`src/rtl/mem_access_stage.sv`:
```
// MEM stage of the 5-stage RV32 core: load/store via a dmem req/ready handshake, with pass-through for non-memory ops.
// Optional macro MISALIGN_TRAP_EN traps misaligned half/word accesses instead of issuing them.
module mem_access_stage #(
  parameter int ADDR_W       = 32,
  parameter int RD_W         = 5,
  parameter int WAIT_TIMEOUT = 16
) (
  input  logic              clk,
  input  logic              rst,
  input  logic              in_valid,
  input  logic [31:0]       alu_result,
  input  logic [31:0]       rs2_data,
  input  logic [RD_W-1:0]   rd,
  input  logic              reg_write,
  input  logic              mem_read,
  input  logic              mem_write,
  input  logic [2:0]        funct3,
  output logic              stall,
  output logic              dmem_req,
  output logic              dmem_we,
  output logic [ADDR_W-1:0] dmem_addr,
  output logic [31:0]       dmem_wdata,
  output logic [3:0]        dmem_be,
  input  logic              dmem_ready,
  input  logic [31:0]       dmem_rdata,
  output logic              wb_valid,
  output logic [RD_W-1:0]   rd_out,
  output logic              reg_write_out,
  output logic [31:0]       wb_data,
  output logic              err,
  output logic              misalign
);

  typedef enum logic {IDLE = 1'b0, ACCESS = 1'b1} state_t;

  // Fields of the in-flight memory op needed once the response arrives.
  typedef struct packed {
    logic [RD_W-1:0] rd;
    logic            reg_write;
    logic            store;
    logic [2:0]      funct3;
    logic [31:0]     addr;
  } op_t;

  state_t            state_q, state_d;
  op_t               op_q, op_d;
  logic [31:0]       wait_q, wait_d;
  logic              dmem_req_d, dmem_we_d;
  logic [ADDR_W-1:0] dmem_addr_d;
  logic [31:0]       dmem_wdata_d;
  logic [3:0]        dmem_be_d;
  logic              wb_valid_d, reg_write_out_d, err_d, misalign_d, misalign_q;
  logic [RD_W-1:0]   rd_out_d;
  logic [31:0]       wb_data_d;

  logic        is_mem, f3_illegal, mis_addr, timeout_hit;
  logic [31:0] store_data, load_data;
  logic [3:0]  store_be;
  logic [7:0]  ld_byte;
  logic [15:0] ld_half;

  // Stall comes from the state register only, so no comb path from dmem_ready.
  assign stall       = (state_q == ACCESS);
  assign is_mem      = mem_read | mem_write;
  assign f3_illegal  = (funct3 == 3'b011) || (funct3[2:1] == 2'b11) || (mem_write && funct3[2]);
  assign timeout_hit = (WAIT_TIMEOUT != 0) && (wait_q == 32'(WAIT_TIMEOUT - 1));
  assign misalign    = misalign_q;

`ifdef MISALIGN_TRAP_EN
  assign mis_addr = ((funct3[1:0] == 2'b01) && alu_result[0]) ||
                    ((funct3[1:0] == 2'b10) && (alu_result[1:0] != 2'b00));
`else
  assign mis_addr = 1'b0;
`endif

  always_comb begin
    store_data = rs2_data;
    store_be   = 4'b1111;
    case (funct3[1:0])
      2'b00: begin
        store_data = {4{rs2_data[7:0]}};
        store_be   = 4'b0001 << alu_result[1:0];
      end
      2'b01: begin
        store_data = {2{rs2_data[15:0]}};
        store_be   = 4'b0011 << {alu_result[1], 1'b0};
      end
      default: ;
    endcase
  end

  assign ld_byte = dmem_rdata[{op_q.addr[1:0], 3'b000} +: 8];
  assign ld_half = op_q.addr[1] ? dmem_rdata[31:16] : dmem_rdata[15:0];

  always_comb begin
    load_data = dmem_rdata;
    case (op_q.funct3)
      3'b000:  load_data = {{24{ld_byte[7]}}, ld_byte};
      3'b100:  load_data = {24'b0, ld_byte};
      3'b001:  load_data = {{16{ld_half[15]}}, ld_half};
      3'b101:  load_data = {16'b0, ld_half};
      default: load_data = dmem_rdata;
    endcase
  end

  always_comb begin
    state_d         = state_q;
    op_d            = op_q;
    wait_d          = wait_q;
    dmem_req_d      = dmem_req;
    dmem_we_d       = dmem_we;
    dmem_addr_d     = dmem_addr;
    dmem_wdata_d    = dmem_wdata;
    dmem_be_d       = dmem_be;
    wb_valid_d      = 1'b0;
    err_d           = 1'b0;
    misalign_d      = 1'b0;
    rd_out_d        = rd_out;
    reg_write_out_d = reg_write_out;
    wb_data_d       = wb_data;

    case (state_q)
      IDLE: begin
        if (in_valid) begin
          rd_out_d  = rd;
          wb_data_d = alu_result;
          if (!is_mem) begin
            wb_valid_d      = 1'b1;
            reg_write_out_d = reg_write;
          end else if (f3_illegal) begin
            wb_valid_d      = 1'b1;
            err_d           = 1'b1;
            reg_write_out_d = 1'b0;
          end else if (mis_addr) begin
            wb_valid_d      = 1'b1;
            misalign_d      = 1'b1;
            reg_write_out_d = 1'b0;
          end else begin
            op_d         = '{rd: rd, reg_write: reg_write, store: mem_write,
                             funct3: funct3, addr: alu_result};
            wait_d       = '0;
            dmem_req_d   = 1'b1;
            dmem_we_d    = mem_write;
            dmem_addr_d  = {alu_result[ADDR_W-1:2], 2'b00};
            dmem_wdata_d = mem_write ? store_data : 32'h0;
            dmem_be_d    = mem_write ? store_be : 4'b0000;
            state_d      = ACCESS;
          end
        end
      end
      ACCESS: begin
        if (dmem_ready || timeout_hit) begin
          dmem_req_d      = 1'b0;
          dmem_we_d       = 1'b0;
          dmem_be_d       = 4'b0000;
          wb_valid_d      = 1'b1;
          rd_out_d        = op_q.rd;
          wb_data_d       = op_q.addr;
          reg_write_out_d = 1'b0;
          state_d         = IDLE;
          if (dmem_ready) begin
            if (!op_q.store) begin
              wb_data_d       = load_data;
              reg_write_out_d = op_q.reg_write;
            end
          end else begin
            err_d = 1'b1;
          end
        end else begin
          wait_d = wait_q + 32'd1;
        end
      end
      default: state_d = IDLE;
    endcase
  end

  always_ff @(posedge clk) begin
    if (rst) begin
      state_q       <= IDLE;
      op_q          <= '0;
      wait_q        <= '0;
      dmem_req      <= 1'b0;
      dmem_we       <= 1'b0;
      dmem_addr     <= '0;
      dmem_wdata    <= '0;
      dmem_be       <= '0;
      wb_valid      <= 1'b0;
      rd_out        <= '0;
      reg_write_out <= 1'b0;
      wb_data       <= '0;
      err           <= 1'b0;
      misalign_q    <= 1'b0;
    end else begin
      state_q       <= state_d;
      op_q          <= op_d;
      wait_q        <= wait_d;
      dmem_req      <= dmem_req_d;
      dmem_we       <= dmem_we_d;
      dmem_addr     <= dmem_addr_d;
      dmem_wdata    <= dmem_wdata_d;
      dmem_be       <= dmem_be_d;
      wb_valid      <= wb_valid_d;
      rd_out        <= rd_out_d;
      reg_write_out <= reg_write_out_d;
      wb_data       <= wb_data_d;
      err           <= err_d;
      misalign_q    <= misalign_d;
    end
  end

endmodule
```
`config.mk`:
```
export PLATFORM = sky130hd
export DESIGN_NAME = mem_access_stage
export DESIGN_NICKNAME = d
export VERILOG_FILES = /design/src/rtl/mem_access_stage.sv
export SDC_FILE = /design/constraint.sdc
export NUM_CORES = 1
export LEC_CHECK = 0
export CORE_MARGIN = 10
export CORE_UTILIZATION = 48
export DETAILED_ROUTE_END_ITERATION = 7
export HOLD_SLACK_MARGIN = 0.15
export PLACE_DENSITY = 0.85
export SYNTH_ARGS = -nofsm -noshare
export SYNTH_HDL_FRONTEND = slang
export SYNTH_SLANG_ARGS = --single-unit
```
`constraint.sdc`:
```
create_clock -name clk -period 2.8 [get_ports clk]
set_input_delay 0.42 -clock clk [delete_from_list [all_inputs] [get_ports clk]]
set_output_delay 0.42 -clock clk [all_outputs]
set_load 0.02 [all_outputs]
```
Word-level counts from Yosys, hierarchy flattened
Index checks and enable logic that the tools add are counted.
{"block": "word_totals", "register_bits": 183, "latchBits": 0, "ramBits": 0, "rom_bits": 0, "input_bits": 111, "n_memories": 0}
{"block": "classes", "n_addsub": 1, "n_mul": 0, "div_mod_pow": 0, "n_lt_le_gt_ge": 0, "eq_ne": 13, "shift": 3, "n_mux": 55, "bitwise_logic": 3, "n_reduce_logical": 11}
{"cell": "$mux W32", "n": 9}
{"cell": "$pmux W32 S2", "n": 3}
{"cell": "$pmux W32 S4", "n": 1}
{"cell": "$add A32 B1 Y32 const B", "n": 1}
{"cell": "$eq A32 B4 Y1 const B", "n": 1}
{"cell": "$shiftx A32 B6 Y8", "n": 1}
{"cell": "$mux W1", "n": 25}
{"cell": "$mux W4", "n": 5}
{"cell": "$mux W16", "n": 1}
{"cell": "$pmux W4 S2", "n": 2}
{"cell": "$pmux W1 S2", "n": 6}
{"cell": "$reduce_and A4 Y1", "n": 3}
{"cell": "$mux W5", "n": 2}
{"cell": "$pmux W5 S2", "n": 1}
{"cell": "$ne A2 B2 Y1 const B", "n": 4}
{"cell": "$eq A3 B3 Y1 const B", "n": 2}
{"cell": "$shl A1 B2 Y4 const A", "n": 1}
{"cell": "$shl A2 B2 Y4 const A", "n": 1}
{"cell": "$eq A3 B1 Y1 const B", "n": 1}
{"cell": "$eq A3 B2 Y1 const B", "n": 1}
{"cell": "$logic_not A3 Y1", "n": 1}
{"cell": "$logic_or A1 B1 Y1", "n": 3}
{"cell": "$ne A3 B3 Y1 const B", "n": 1}
{"cell": "$reduce_and A3 Y1", "n": 1}
{"cell": "8 further kinds", "n": 9}

Logic depth before layout (Yosys ltp)
Gate-level depths: netlist (run 1).
{"block": "logic_depth", "ltp_word": 7, "ltp_mapped": 8, "depth_no_buf": 6}

Worst setup path before layout (run 1)
No wires, ideal clock.
{"block": "synth_timing", "kind": "register to register", "startpoint": "register wait_q[0]", "endpoint": "register rd_out[0]", "setup_ns": 0.134, "arrival_ns": 1.873, "required_time_ns": 2.666, "path_slack_ns": 0.794, "stages_incl_launch_ff": 8, "n_path_buf": 1, "period_less_slack_ns": 2.006, "path_cell_list": "dfxtp_1 -> ha_1 -> nor4bb_1 -> nand4_1 -> o21a_1 -> nor2_2 -> buf_2 -> a211oi_1"}
{"block": "synth_via", "elab_chain_cells": 4}
{"item": "from (decl)", "line_no": "47", "text": "logic [31:0] wait_q, wait_d;"}
{"item": "from (signal assigned)", "line_no": "196", "text": "wait_q <= wait_d;"}
{"item": "$eq A32 B4 Y1", "line_no": "66", "text": "assign timeout_hit = (WAIT_TIMEOUT != 0) && (wait_q == 32'(WAIT_TIMEOUT - 1));"}
{"item": "$logic_or A1 B1 Y1", "line_no": "152", "text": "if (dmem_ready || timeout_hit) begin"}
{"item": "$ne A2 B1 Y1 (no source line)"}
{"item": "$reduce_and A2 Y1 (no source line)"}
{"item": "to (signal assigned)", "line_no": "203", "text": "rd_out <= rd_out_d;"}
{"item": "to (decl)", "line_no": "27", "text": "output logic [RD_W-1:0] rd_out,"}
No other way between the ends.
A chain may end at the register's enable or synchronous reset.

Worst setup path in the final report (run 1)
{"block": "layout_timing", "startpoint": "register wait_q[0]", "endpoint": "register wb_data[1]"}
{"block": "layout_via", "elab_chain_cells": 4}
{"item": "$eq A32 B4 Y1", "line_no": "66"}
{"item": "$logic_or A1 B1 Y1", "line_no": "152"}
{"item": "$ne A2 B1 Y1 (no source line)"}
{"item": "$reduce_and A2 Y1 (no source line)"}
{"item": "to (signal assigned)", "line_no": "205", "text": "wb_data <= wb_data_d;"}
{"item": "to (decl)", "line_no": "29", "text": "output logic [31:0] wb_data,"}
No other way between the ends.

==> flow_results.xml, run 1 <==
<?xml version="1.0" encoding="UTF-8"?>
<metrics>
  <group name="route">
    <metric name="post_drt_via_cell_ratio" unit="">5.80</metric>
    <metric name="route.antenna.remaining_nets" unit="">0</metric>
    <metric name="postRouteWirelength" unit="um">26200</metric>
    <metric name="drt_drc_violations_left" unit="">0</metric>
    <metric name="detail_route.iter0.violations" unit="">635</metric>
    <metric name="route.vias.total" unit="">7719</metric>
    <metric name="detail_route.first_pass.iterations" unit="">5</metric>
    <metric name="routedWlPerCell" unit="um">19.7</metric>
  </group>
  <group name="global_route">
    <metric name="antenna_found_initial" unit="">1</metric>
    <metric name="via_count_of_the_first_global_routing_pass" unit="">7618</metric>
    <metric name="grt-ovfl-total" unit="">0</metric>
    <metric name="global_route.usage.total" unit="%">23.3</metric>
    <metric name="grt_start_max_net_pins" unit="">86</metric>
    <metric name="grt_pass1_wl" unit="um">41000</metric>
  </group>
  <group name="logic_synthesis">
    <metric name="yosys_warnings" unit="">0</metric>
    <metric name="synth_edf_count" unit="">0</metric>
    <metric name="synth_async_sr_flop_share" unit="%">0</metric>
    <metric name="ys_seq_area_share" unit="%">39.6</metric>
    <metric name="total_of_flip_flops_plus_latches_after_synthesis" unit="">153</metric>
    <metric name="dominantRegCellSynth" unit="">dfxtp_1</metric>
    <metric name="synthDistinctLibCells" unit="">59</metric>
    <metric name="netlist_instances" unit="">942</metric>
    <metric name="netlist_area" unit="mm2">0.00774</metric>
    <metric name="postSynthAreaPerCell" unit="um2">8.22</metric>
  </group>
  <group name="floorplanning">
    <metric name="core_region_area" unit="mm2">0.0158</metric>
    <metric name="chipHeight" unit="um">147</metric>
    <metric name="die-width" unit="um">147</metric>
    <metric name="effective_utilization_at_floorplan" unit="%">48.9</metric>
    <metric name="total_die_area" unit="mm2">0.0216</metric>
    <metric name="io_pins" unit="">223</metric>
    <metric name="rows" unit="">46</metric>
  </group>
  <group name="sta">
    <metric name="number_of_hold_violations_in_the_final_report" unit="">0</metric>
    <metric name="setup-violations-final" unit="">0</metric>
    <metric name="final.period_utilization" unit="%">83.3</metric>
    <metric name="finalWorstSetupSlack" unit="ns">0.468</metric>
    <metric name="final.setup.tns" unit="ns">0</metric>
    <metric name="finalWorstPathRequiredPeriod" unit="ns">2.33</metric>
    <metric name="final_max_slew_viol_count" unit="">0</metric>
    <metric name="clock_skew" unit="ns">0.00825</metric>
    <metric name="max_slew.worst_pin.slew" unit="ns">1.18</metric>
    <metric name="max_slew_margin" unit="%">21.5</metric>
    <metric name="fmaxAchievable" unit="GHz">0.429</metric>
    <metric name="grt_setup_unrepaired" unit="">false</metric>
  </group>
  <group name="run_status">
    <metric name="run_status" unit="">finished, final reports clean</metric>
  </group>
  <group name="clock_network">
    <metric name="clock-root-buffer" unit="">clkbuf_16</metric>
    <metric name="clk-insertion-delay-late" unit="ns">0.43</metric>
    <metric name="cts_tree" unit="">done</metric>
    <metric name="cts_hold_repair.buffers" unit="">0</metric>
    <metric name="number_of_buffers_between_clock_root_and_the_deepest_sink" unit="">2</metric>
    <metric name="cts_setup_buffers" unit="">0</metric>
    <metric name="cts_resized" unit="">0</metric>
    <metric name="cts.reportedPaths.clkPinSlew" unit="ns">0.06</metric>
    <metric name="sink_count" unit="">153</metric>
    <metric name="number_of_clock_buffers_inserted_by_tritoncts" unit="">17</metric>
    <metric name="cts_htree_levels" unit="">4</metric>
  </group>
  <group name="place">
    <metric name="port_buffers" unit="">219</metric>
    <metric name="hpwlAfterDp" unit="um">18500</metric>
    <metric name="place_worst_setup_slack" unit="ns">0.0872</metric>
    <metric name="place.gp.congestion" unit="">0.863</metric>
  </group>
  <group name="worst_setup_path">
    <metric name="timing.critical_path.required" unit="ns">3.07</metric>
    <metric name="arrival" unit="ns">2.60</metric>
    <metric name="path_class" unit="">flop to flop</metric>
    <metric name="cp-end-kind" unit="">flop</metric>
    <metric name="crit_fanout" unit="">28</metric>
    <metric name="startpoint_type" unit="">flop</metric>
  </group>
  <group name="finish">
    <metric name="final_net_count" unit="">1214</metric>
    <metric name="finish.utilization" unit="%">66.6</metric>
    <metric name="areaGrowthSynthToFinish" unit="%">36.2</metric>
    <metric name="drive_gt1_share" unit="%">8.08</metric>
  </group>
  <group name="worst_hold_path">
    <metric name="holdCritPathClass" unit="">flop to flop</metric>
  </group>
  <group name="power_and_ir_drop">
    <metric name="power_leakage" unit="nW">3.70</metric>
    <metric name="report.power.total" unit="W">0.00602</metric>
    <metric name="vdd.ir_drop.worst" unit="V">0.000525</metric>
    <metric name="p_per_area" unit="mW/mm2">571</metric>
  </group>
  <group name="flow_run">
    <metric name="max_cap_violations" unit="">0</metric>
  </group>
</metrics>
where the power goes:
group / total (W) / switching, W / internal (W) / leakage (nW)
clock: 0.00264 / 0.000933 / 0.00171 / 0.321
sequential: 0.00234 / 0.0000680 / 0.00228 / 1.25
combinational: 0.00103 / 0.000549 / 0.000479 / 2.13
metrics by stage:
| step | area, um2 | hold slack [ns] | cells |
|---|---|---|---|
| floorplan | 7750 | 0.431 | 944 |
| global placement | 9870 | 0.434 | 1299 |
| detailed placement | 9870 | 0.442 | 1299 |
| CTS | 10500 | 0.455 | 1330 |
| global route | 10500 | 0.474 | 1331 |
| finish | 10500 | 0.448 | 1331 |
layout by cell type (no fill, tap or decap), types with 3 or more instances in the layout:
master / instances
conb_1: 3
a221oi_1: 13
or4_1: 15
nor2_1: 40
mux2_2: 9
clkinvlp_4: 3
a211oi_1: 6
clkbuf_16: 17
a31oi_1: 4
mux2i_1: 36
a311oi_1: 18
inv_1: 16
or3_1: 7
clkdlybuf4s50_1: 218
dfxtp_1: 152
or2_2: 5
bufinv_16: 6
nand4_1: 8
o21ai_0: 52
o32ai_1: 5
and2_1: 18
a21o_1: 3
o211ai_1: 23
nor4_1: 5
o31ai_1: 12
a22o_1: 8
nand2b_1: 29
o221ai_1: 19
buf_4: 27
o2bb2ai_1: 4
nand3_1: 12
nor3_1: 5
a21oi_1: 108
o2111ai_1: 10
nand2_1: 156
cell usage after synthesis (18+ instances only):
master	n	area, um2
nand2_1	156	586
dfxtp_1	153	3060
a21oi_1	108	541
clkbuf_1	54	203
o21ai_0	52	260
nor2_1	41	154
buf_4	38	285
mux2i_1	36	360
nand2b_1	29	181
o211ai_1	23	173
o221ai_1	19	166
a311oi_1	18	158
and2_1	18	113
critical path: stages (launching register included):
cell,delay [ns]
dfxtp_1,0.36
ha_1,0.22
nor4bb_1,0.27
nand4_1,0.13
buf_4,0.20
o21a_1,0.34
nor2_2,0.16
buf_4,0.34
a311oi_1,0.15
per-layer routing:
metal  up-vias  share of wire [%]  track usage (%)
met5         -                  0                0
met4         0                3.8             10.2
met3        60                6.4             5.87
met2       300                 48             38.2
met1      3654                 42             28.5
li1       3705                  -                -
cells by family (layout without fill, tap and decap cells):
group	after synthesis	after routing	share of synthesized area, %
AND/OR/NAND/NOR	316	316	19.8
buffers and inverters	126	296	8.54
other	1	4	0.0485
multiplexers	46	46	6.26
AO/OA/AOI/OAI	295	295	25.2
flip-flops	153	153	39.6
adder cells (fa/ha/maj)	1	1	0.162
XOR/XNOR	4	4	0.453
flip-flops by register name, indices dropped and copies added, names as in the netlist:
name / flops
wait_q: 32
dmem_we: 1
reg_write_out: 1
stall: 1
wb_valid: 1
op_q: 42
rd_out: 5
wb_data: 32
dmem_be: 4
dmem_wdata: 32
dmem_req: 1
err: 1
path summary, 6_finish.rpt:
check / startpoint / endpoint / slack [ns] / cells after the start
worst max-delay path: wait_q[0] / wb_data[1] / 0.47 / 8
worst max register to register: wait_q[0] / wb_data[1] / 0.47 / 8
worst min-delay path: dmem_wdata[31] / dmem_wdata[31] / 0.45 / 2
worst min register to register: dmem_wdata[31] / dmem_wdata[31] / 0.45 / 2
cell type report:
| cell class | count | area (um2) |
|---|---|---|
| Timing Repair Buffer | 248 | 2430 |
| Tap cell | 216 | 270 |
| Multi-Input combinational cell | 665 | 4040 |
| Inverter | 17 | 63.8 |
| Clock buffer | 19 | 453 |
| Fill cell | 1280 | 5290 |
| Clock inverter | 12 | 221 |
| Antenna cell | 1 | 2.50 |
| Sequential cell | 153 | 3060 |
No activity file was read; power rests on OpenSTA's default activity.
==> run 2, diff against run 1 <==
- clock period: 2.8 -> 2.2 ns (I/O delays scaled with it)
==> run 2 against run 1 <==
Against the previous run: sequential share of layout area fell by 1.1 points; highest routed layer unchanged; critical path depth fell by 1; largest cell class unchanged; flip-flop and latch count did not move; maximum frequency rose by 7.8%; clock power rose by 13%; sequential power rose by 27%; via count rose by 3.9%; register-to-register slack got worse by 0.43 ns; clock skew rose by 0.00085 ns.
==> flow_results.xml, run 2 (synthesis gave the netlist of run 1 again) <==
<?xml version="1.0" encoding="UTF-8"?>
<metrics>
  <group name="run_status">
    <metric name="run_status" unit="">finished, final reports clean</metric>
  </group>
  <group name="worst_hold_path">
    <metric name="holdCritPathClass" unit="">input pin to flop</metric>
    <metric name="holdPathStages" unit="">3</metric>
  </group>
  <group name="floorplanning">
    <metric name="effective_utilization_at_floorplan" unit="%">48.9</metric>
    <metric name="die-width" unit="um">147</metric>
    <metric name="chipHeight" unit="um">147</metric>
    <metric name="core_region_area" unit="mm2">0.0158</metric>
    <metric name="total_die_area" unit="mm2">0.0216</metric>
    <metric name="rows" unit="">46</metric>
    <metric name="io_pins" unit="">223</metric>
  </group>
  <group name="finish">
    <metric name="final_net_count" unit="">1255</metric>
    <metric name="drive_gt1_share" unit="%">11.9</metric>
    <metric name="final_cell_mix" unit="">clkdlybuf4s50_1, nand2_1, dfxtp_1</metric>
    <metric name="areaGrowthSynthToFinish" unit="%">41.6</metric>
    <metric name="largest_register_ff_count" unit="">42</metric>
    <metric name="most_frequent_standard_cell_in_the_layout_excluding_fill_and_tap_cells" unit="">clkdlybuf4s50_1</metric>
    <metric name="registers.top_by_ff_count" unit="">op_q</metric>
    <metric name="fillers" unit="">1218</metric>
    <metric name="final_cells" unit="">1373</metric>
  </group>
  <group name="global_route">
    <metric name="via_count_of_the_first_global_routing_pass" unit="">7507</metric>
    <metric name="grt-ovfl-total" unit="">0</metric>
    <metric name="global_route.usage.total" unit="%">23.4</metric>
    <metric name="grt_start_max_net_pins" unit="">50</metric>
    <metric name="grt_pass1_wl" unit="um">41400</metric>
    <metric name="antenna_found_initial" unit="">1</metric>
  </group>
  <group name="clock_network">
    <metric name="sink_count" unit="">153</metric>
    <metric name="clock-root-buffer" unit="">clkbuf_16</metric>
    <metric name="cts_htree_levels" unit="">4</metric>
    <metric name="cts_hold_repair.buffers" unit="">0</metric>
    <metric name="cts_tree" unit="">done</metric>
    <metric name="clk-insertion-delay-late" unit="ns">0.43</metric>
    <metric name="number_of_clock_buffers_inserted_by_tritoncts" unit="">17</metric>
    <metric name="cts.reportedPaths.clkPinSlew" unit="ns">0.06</metric>
    <metric name="number_of_buffers_between_clock_root_and_the_deepest_sink" unit="">2</metric>
  </group>
  <group name="flow_run">
    <metric name="max_cap_violations" unit="">0</metric>
  </group>
  <group name="place">
    <metric name="hpwlAfterDp" unit="um">19400</metric>
    <metric name="port_buffers" unit="">219</metric>
    <metric name="dp.cells" unit="">1332</metric>
    <metric name="place.gp.congestion" unit="">0.899</metric>
    <metric name="place_worst_setup_slack" unit="ns">-0.158</metric>
  </group>
  <group name="worst_setup_path">
    <metric name="cp-end-kind" unit="">flop</metric>
    <metric name="crit_fanout" unit="">7</metric>
    <metric name="critical_path_depth" unit="">7</metric>
    <metric name="timing.critical_path.required" unit="ns">2.49</metric>
    <metric name="startpoint_type" unit="">flop</metric>
    <metric name="path_buf_inv" unit="">2</metric>
    <metric name="slowest_stage" unit="">dfxtp_1</metric>
    <metric name="path_class" unit="">flop to flop</metric>
    <metric name="slowest_delay" unit="ns">0.37</metric>
    <metric name="arrival" unit="ns">2.45</metric>
    <metric name="timing.critical_path.cells" unit="">nor4_2 &gt; nand4_1 &gt; buf_4 &gt; o21a_4 &gt; nor2_4 &gt; clkbuf_16 &gt; a311oi_1</metric>
    <metric name="rr_worst_depth" unit="">7</metric>
    <metric name="critical_path.top_delay_family" unit="">simple AND/OR/NAND/NOR gates</metric>
  </group>
  <group name="route">
    <metric name="detail_route.iter0.violations" unit="">851</metric>
    <metric name="drt_drc_violations_left" unit="">0</metric>
    <metric name="routedWlPerCell" unit="um">20.0</metric>
    <metric name="detail_route.first_pass.iterations" unit="">5</metric>
    <metric name="postRouteWirelength" unit="um">27400</metric>
    <metric name="route.vias.total" unit="">8023</metric>
    <metric name="post_drt_via_cell_ratio" unit="">5.84</metric>
    <metric name="route.antenna.remaining_nets" unit="">0</metric>
  </group>
  <group name="sta">
    <metric name="max_slew.worst_pin.slew" unit="ns">0.856</metric>
    <metric name="number_of_hold_violations_in_the_final_report" unit="">0</metric>
    <metric name="max_slew_margin" unit="%">42.7</metric>
    <metric name="fmaxAchievable" unit="GHz">0.462</metric>
    <metric name="finalWorstSetupSlack" unit="ns">0.0366</metric>
    <metric name="setup-violations-final" unit="">0</metric>
    <metric name="timing.hold.ws" unit="ns">0.399</metric>
    <metric name="finalWorstPathRequiredPeriod" unit="ns">2.16</metric>
    <metric name="final.period_utilization" unit="%">98.3</metric>
    <metric name="clock_skew" unit="ns">0.00910</metric>
    <metric name="final_max_slew_viol_count" unit="">0</metric>
  </group>
  <group name="power_and_ir_drop">
    <metric name="power_leakage" unit="nW">3.93</metric>
    <metric name="report.power.total" unit="W">0.00740</metric>
    <metric name="vdd.ir_drop.worst" unit="V">0.000550</metric>
    <metric name="p_per_area" unit="mW/mm2">675</metric>
  </group>
</metrics>
run 2: final cells by class:
class                      instances  area [um2]  share of cell area, %
sequential                       153        3070                   28.0
multi-input combinational        665        4080                   37.2
timing repair buffer             289        2880                   26.3
antenna                            1        2.50                 0.0228
inverter                          17        63.8                  0.582
clock buffer                      21         450                   4.11
clock inverter                    11         146                   1.34
tap                              216         270                   2.47
run 2: through the flow:
step | util [%] | area [um2] | setup TNS, ns
finish | 69.3 | 11000 | 0
global route | 69.3 | 11000 | -0.859
CTS | 68.2 | 10800 | 0
detailed placement | 64.5 | 10200 | -5.47
global placement | 64.5 | 10200 | -3.69
floorplan | - | 7750 | 0
run 2: what timing repair did:
action / 4_1_cts / 5_1_grt
endpoints found under the setup margin: 0 / 48
resized for setup: 0 / 11
buffers inserted: 0 / 5
run 2: tightest hold or removal path: cells and delay by family:
kind,cells,cell delay [ns]
AOI/OAI and AO/OA,1,0.18
buffers and inverters,2,0.28
run 2: worst paths after layout:
kind,start,to,slack [ns]
max reg2reg,wait_q[23],wb_data[29],0.04
min reg2reg,dmem_wdata[10],dmem_wdata[10],0.45
max,wait_q[23],wb_data[29],0.04
min,rst,reg_write_out,0.40
run 2: power by group:
| part | switching, W | leakage [nW] | total, W | internal, W |
|---|---|---|---|---|
| combinational | 0.000737 | 2.39 | 0.00142 | 0.000685 |
| clock | 0.00118 | 0.287 | 0.00299 | 0.00181 |
| sequential | 0.0000841 | 1.25 | 0.00298 | 0.00290 |
run 2: per-layer routing:
layer / up-vias / wire length [um] / track usage (%) / share of wire (%)
met4: 0 / 795 / 9.02 / 2.9
met1: 3811 / 10900 / 29.4 / 40
li1: 3789 / - / - / -
met2: 371 / 13600 / 38.2 / 50
met5: - / 0 / 0 / 0
met3: 52 / 2110 / 5.28 / 7.7
==> run 3, diff against run 2 <==
- REMOVE_ABC_BUFFERS: not set -> 1
==> run 3 against run 2 <==
Against the previous run: critical path depth stayed put; largest cell class unchanged; die area did not move; via count down 0.74%; clock power up 3%; sequential power about the same; critical endpoint is now wb_data[19]; register-to-register slack gained 0.08 ns.
==> flow_results.xml, run 3 (synthesis gave the netlist of run 1 again) <==
<?xml version="1.0" encoding="UTF-8"?>
<metrics>
  <group name="worst_setup_path">
    <metric name="rr_worst_depth" unit="">7</metric>
    <metric name="crit_fanout" unit="">22</metric>
    <metric name="timing.critical_path.required" unit="ns">2.53</metric>
    <metric name="r2r_setup_slack" unit="ns">0.12</metric>
    <metric name="critical_path.reg2reg.startpoint" unit="">wait_q[0]</metric>
    <metric name="startpoint_type" unit="">flop</metric>
    <metric name="cp-end-kind" unit="">flop</metric>
    <metric name="path_class" unit="">flop to flop</metric>
    <metric name="arrival" unit="ns">2.41</metric>
    <metric name="crit-reg2reg-capture" unit="">wb_data[19]</metric>
  </group>
  <group name="sta">
    <metric name="final_max_slew_viol_count" unit="">0</metric>
    <metric name="final.period_utilization" unit="%">94.7</metric>
    <metric name="finalWorstSetupSlack" unit="ns">0.117</metric>
    <metric name="clock_skew" unit="ns">0.0180</metric>
    <metric name="number_of_hold_violations_in_the_final_report" unit="">0</metric>
    <metric name="fmaxAchievable" unit="GHz">0.480</metric>
    <metric name="finalWorstPathRequiredPeriod" unit="ns">2.08</metric>
    <metric name="max_slew_margin" unit="%">33.6</metric>
    <metric name="setup-violations-final" unit="">0</metric>
    <metric name="grt_setup_unrepaired" unit="">false</metric>
    <metric name="max_slew.worst_pin.slew" unit="ns">0.992</metric>
  </group>
  <group name="finish">
    <metric name="registers.top_by_ff_count" unit="">op_q</metric>
    <metric name="final_net_count" unit="">1240</metric>
    <metric name="areaGrowthSynthToFinish" unit="%">40.0</metric>
    <metric name="final_cell_mix" unit="">clkdlybuf4s50_1, nand2_1, dfxtp_1</metric>
    <metric name="fillers" unit="">1219</metric>
    <metric name="largest_register_ff_count" unit="">42</metric>
    <metric name="drive_gt1_share" unit="%">10.1</metric>
    <metric name="most_frequent_standard_cell_in_the_layout_excluding_fill_and_tap_cells" unit="">clkdlybuf4s50_1</metric>
  </group>
  <group name="power_and_ir_drop">
    <metric name="power.sequential.fraction" unit="%">40.0</metric>
    <metric name="comb_power_share" unit="%">18.8</metric>
    <metric name="power_report.internal_total" unit="W">0.00546</metric>
    <metric name="p_per_area" unit="mW/mm2">687</metric>
    <metric name="power.net_switching" unit="W">0.00199</metric>
    <metric name="power_leakage" unit="nW">3.85</metric>
    <metric name="netSwitchingFraction" unit="%">26.7</metric>
    <metric name="vdd.ir_drop.worst" unit="V">0.000537</metric>
    <metric name="report.power.total" unit="W">0.00745</metric>
    <metric name="pwr-share-clk" unit="%">41.3</metric>
  </group>
  <group name="clock_network">
    <metric name="clock-root-buffer" unit="">clkbuf_16</metric>
    <metric name="cts.reportedPaths.clkPinSlew" unit="ns">0.06</metric>
    <metric name="cts_htree_levels" unit="">4</metric>
    <metric name="number_of_buffers_between_clock_root_and_the_deepest_sink" unit="">2</metric>
    <metric name="number_of_clock_buffers_inserted_by_tritoncts" unit="">17</metric>
    <metric name="clk-insertion-delay-late" unit="ns">0.43</metric>
    <metric name="sink_count" unit="">153</metric>
    <metric name="cts_tree" unit="">done</metric>
  </group>
  <group name="route">
    <metric name="postRouteWirelength" unit="um">26900</metric>
    <metric name="routedWlPerCell" unit="um">19.8</metric>
    <metric name="route.vias.total" unit="">7964</metric>
    <metric name="drt_drc_violations_left" unit="">0</metric>
    <metric name="detail_route.first_pass.iterations" unit="">8</metric>
    <metric name="route.antenna.remaining_nets" unit="">0</metric>
    <metric name="detail_route.iter0.violations" unit="">691</metric>
    <metric name="post_drt_via_cell_ratio" unit="">5.86</metric>
  </group>
  <group name="worst_hold_path">
    <metric name="holdCritPathClass" unit="">input pin to flop</metric>
    <metric name="hold_path.startpoint" unit="">rst</metric>
    <metric name="min_to" unit="">wb_valid</metric>
    <metric name="holdPathStages" unit="">3</metric>
  </group>
  <group name="global_route">
    <metric name="via_count_of_the_first_global_routing_pass" unit="">7656</metric>
    <metric name="global_route.usage.total" unit="%">24.0</metric>
    <metric name="antenna_found_initial" unit="">2</metric>
    <metric name="grt-ovfl-total" unit="">0</metric>
    <metric name="grt_pass1_wl" unit="um">42300</metric>
    <metric name="grt_start_max_net_pins" unit="">62</metric>
  </group>
  <group name="floorplanning">
    <metric name="chipHeight" unit="um">147</metric>
    <metric name="rows" unit="">46</metric>
    <metric name="die-width" unit="um">147</metric>
    <metric name="io_pins" unit="">223</metric>
    <metric name="effective_utilization_at_floorplan" unit="%">48.9</metric>
    <metric name="total_die_area" unit="mm2">0.0216</metric>
    <metric name="core_region_area" unit="mm2">0.0158</metric>
  </group>
  <group name="place">
    <metric name="hpwlAfterDp" unit="um">19200</metric>
    <metric name="place.gp.congestion" unit="">0.866</metric>
    <metric name="port_buffers" unit="">219</metric>
    <metric name="place_worst_setup_slack" unit="ns">-0.100</metric>
  </group>
  <group name="flow_run">
    <metric name="max_cap_violations" unit="">0</metric>
  </group>
  <group name="run_status">
    <metric name="run_status" unit="">finished, final reports clean</metric>
  </group>
</metrics>
==> run 3: repair_timing <==
item / 4_1_cts / 5_1_grt
setup buffers: 0 / 0
resized for setup: 0 / 2
hold buffers: 0 / 0
endpoints found under the setup margin: 0 / 32
==> run 3: critical path, stage by stage (launching register included) <==
cell      delay, ns
dfxtp_1        0.37
ha_1           0.19
nor4bb_1       0.28
nand4_1        0.23
o21ai_4        0.32
buf_12         0.22
a21oi_1        0.09
a311oi_1       0.27
==> run 3: cell type report <==
class / instances / area (um2) / share of cell area, %
diodes: 2 / 5.00 / 0.0462
clock buffers: 20 / 437 / 4.03
clock inverters: 12 / 175 / 1.62
inverters: 17 / 63.8 / 0.589
multi-input cells: 665 / 4050 / 37.4
flip-flops and latches: 153 / 3060 / 28.3
well taps: 216 / 270 / 2.49
repair buffers: 274 / 2780 / 25.6
==> run 3: metrics by stage <==
step	instance area, um2	hold WS (ns)	setup TNS [ns]	utilization, %	cells
2_1_floorplan	7150	0.399	-188.40	-	835
3_3_place_gp	10200	0.434	-0.490	64.5	1325
3_5_place_dp	10200	0.440	-1.30	64.5	1325
4_1_cts	10800	0.390	0	68.4	1357
5_1_grt	10800	0.429	0	68.5	1359
6_report	10800	0.402	0	68.5	1359
==> run 3: worst max path at each step <==
stage | end | start | cells after the start
after floorplan | wait_q[9] | stall | 5
after global placement | wait_q[26] | funct3[2] | 6
after detailed placement | wait_q[19] | funct3[2] | 7
after CTS | wb_data[19] | wait_q[0] | 7
after global routing | wb_data[19] | wait_q[0] | 7
final | wb_data[19] | wait_q[0] | 7
==> run 3: metal layers <==
layer | routed length, um | GRT usage (%) | vias up | part of all wire (%)
li1 | - | - | 3756 | -
met1 | 10800 | 29.5 | 3790 | 40
met2 | 13100 | 39.7 | 353 | 49
met3 | 1940 | 4.70 | 65 | 7.2
met4 | 1030 | 11.2 | 0 | 3.8
met5 | 0 | 0 | - | 0
==> run 3: power groups by stage <==
stage / Clock, W / Sequential [W] / Combinational, W
global placement: 0 / 0.00303 / 0.00136
global route: 0.00323 / 0.00299 / 0.00149
finish: 0.00307 / 0.00298 / 0.00140
CTS: 0.00308 / 0.00298 / 0.00139
detailed placement: 0 / 0.00303 / 0.00138
floorplan: 0 / 0.00318 / 0.000439
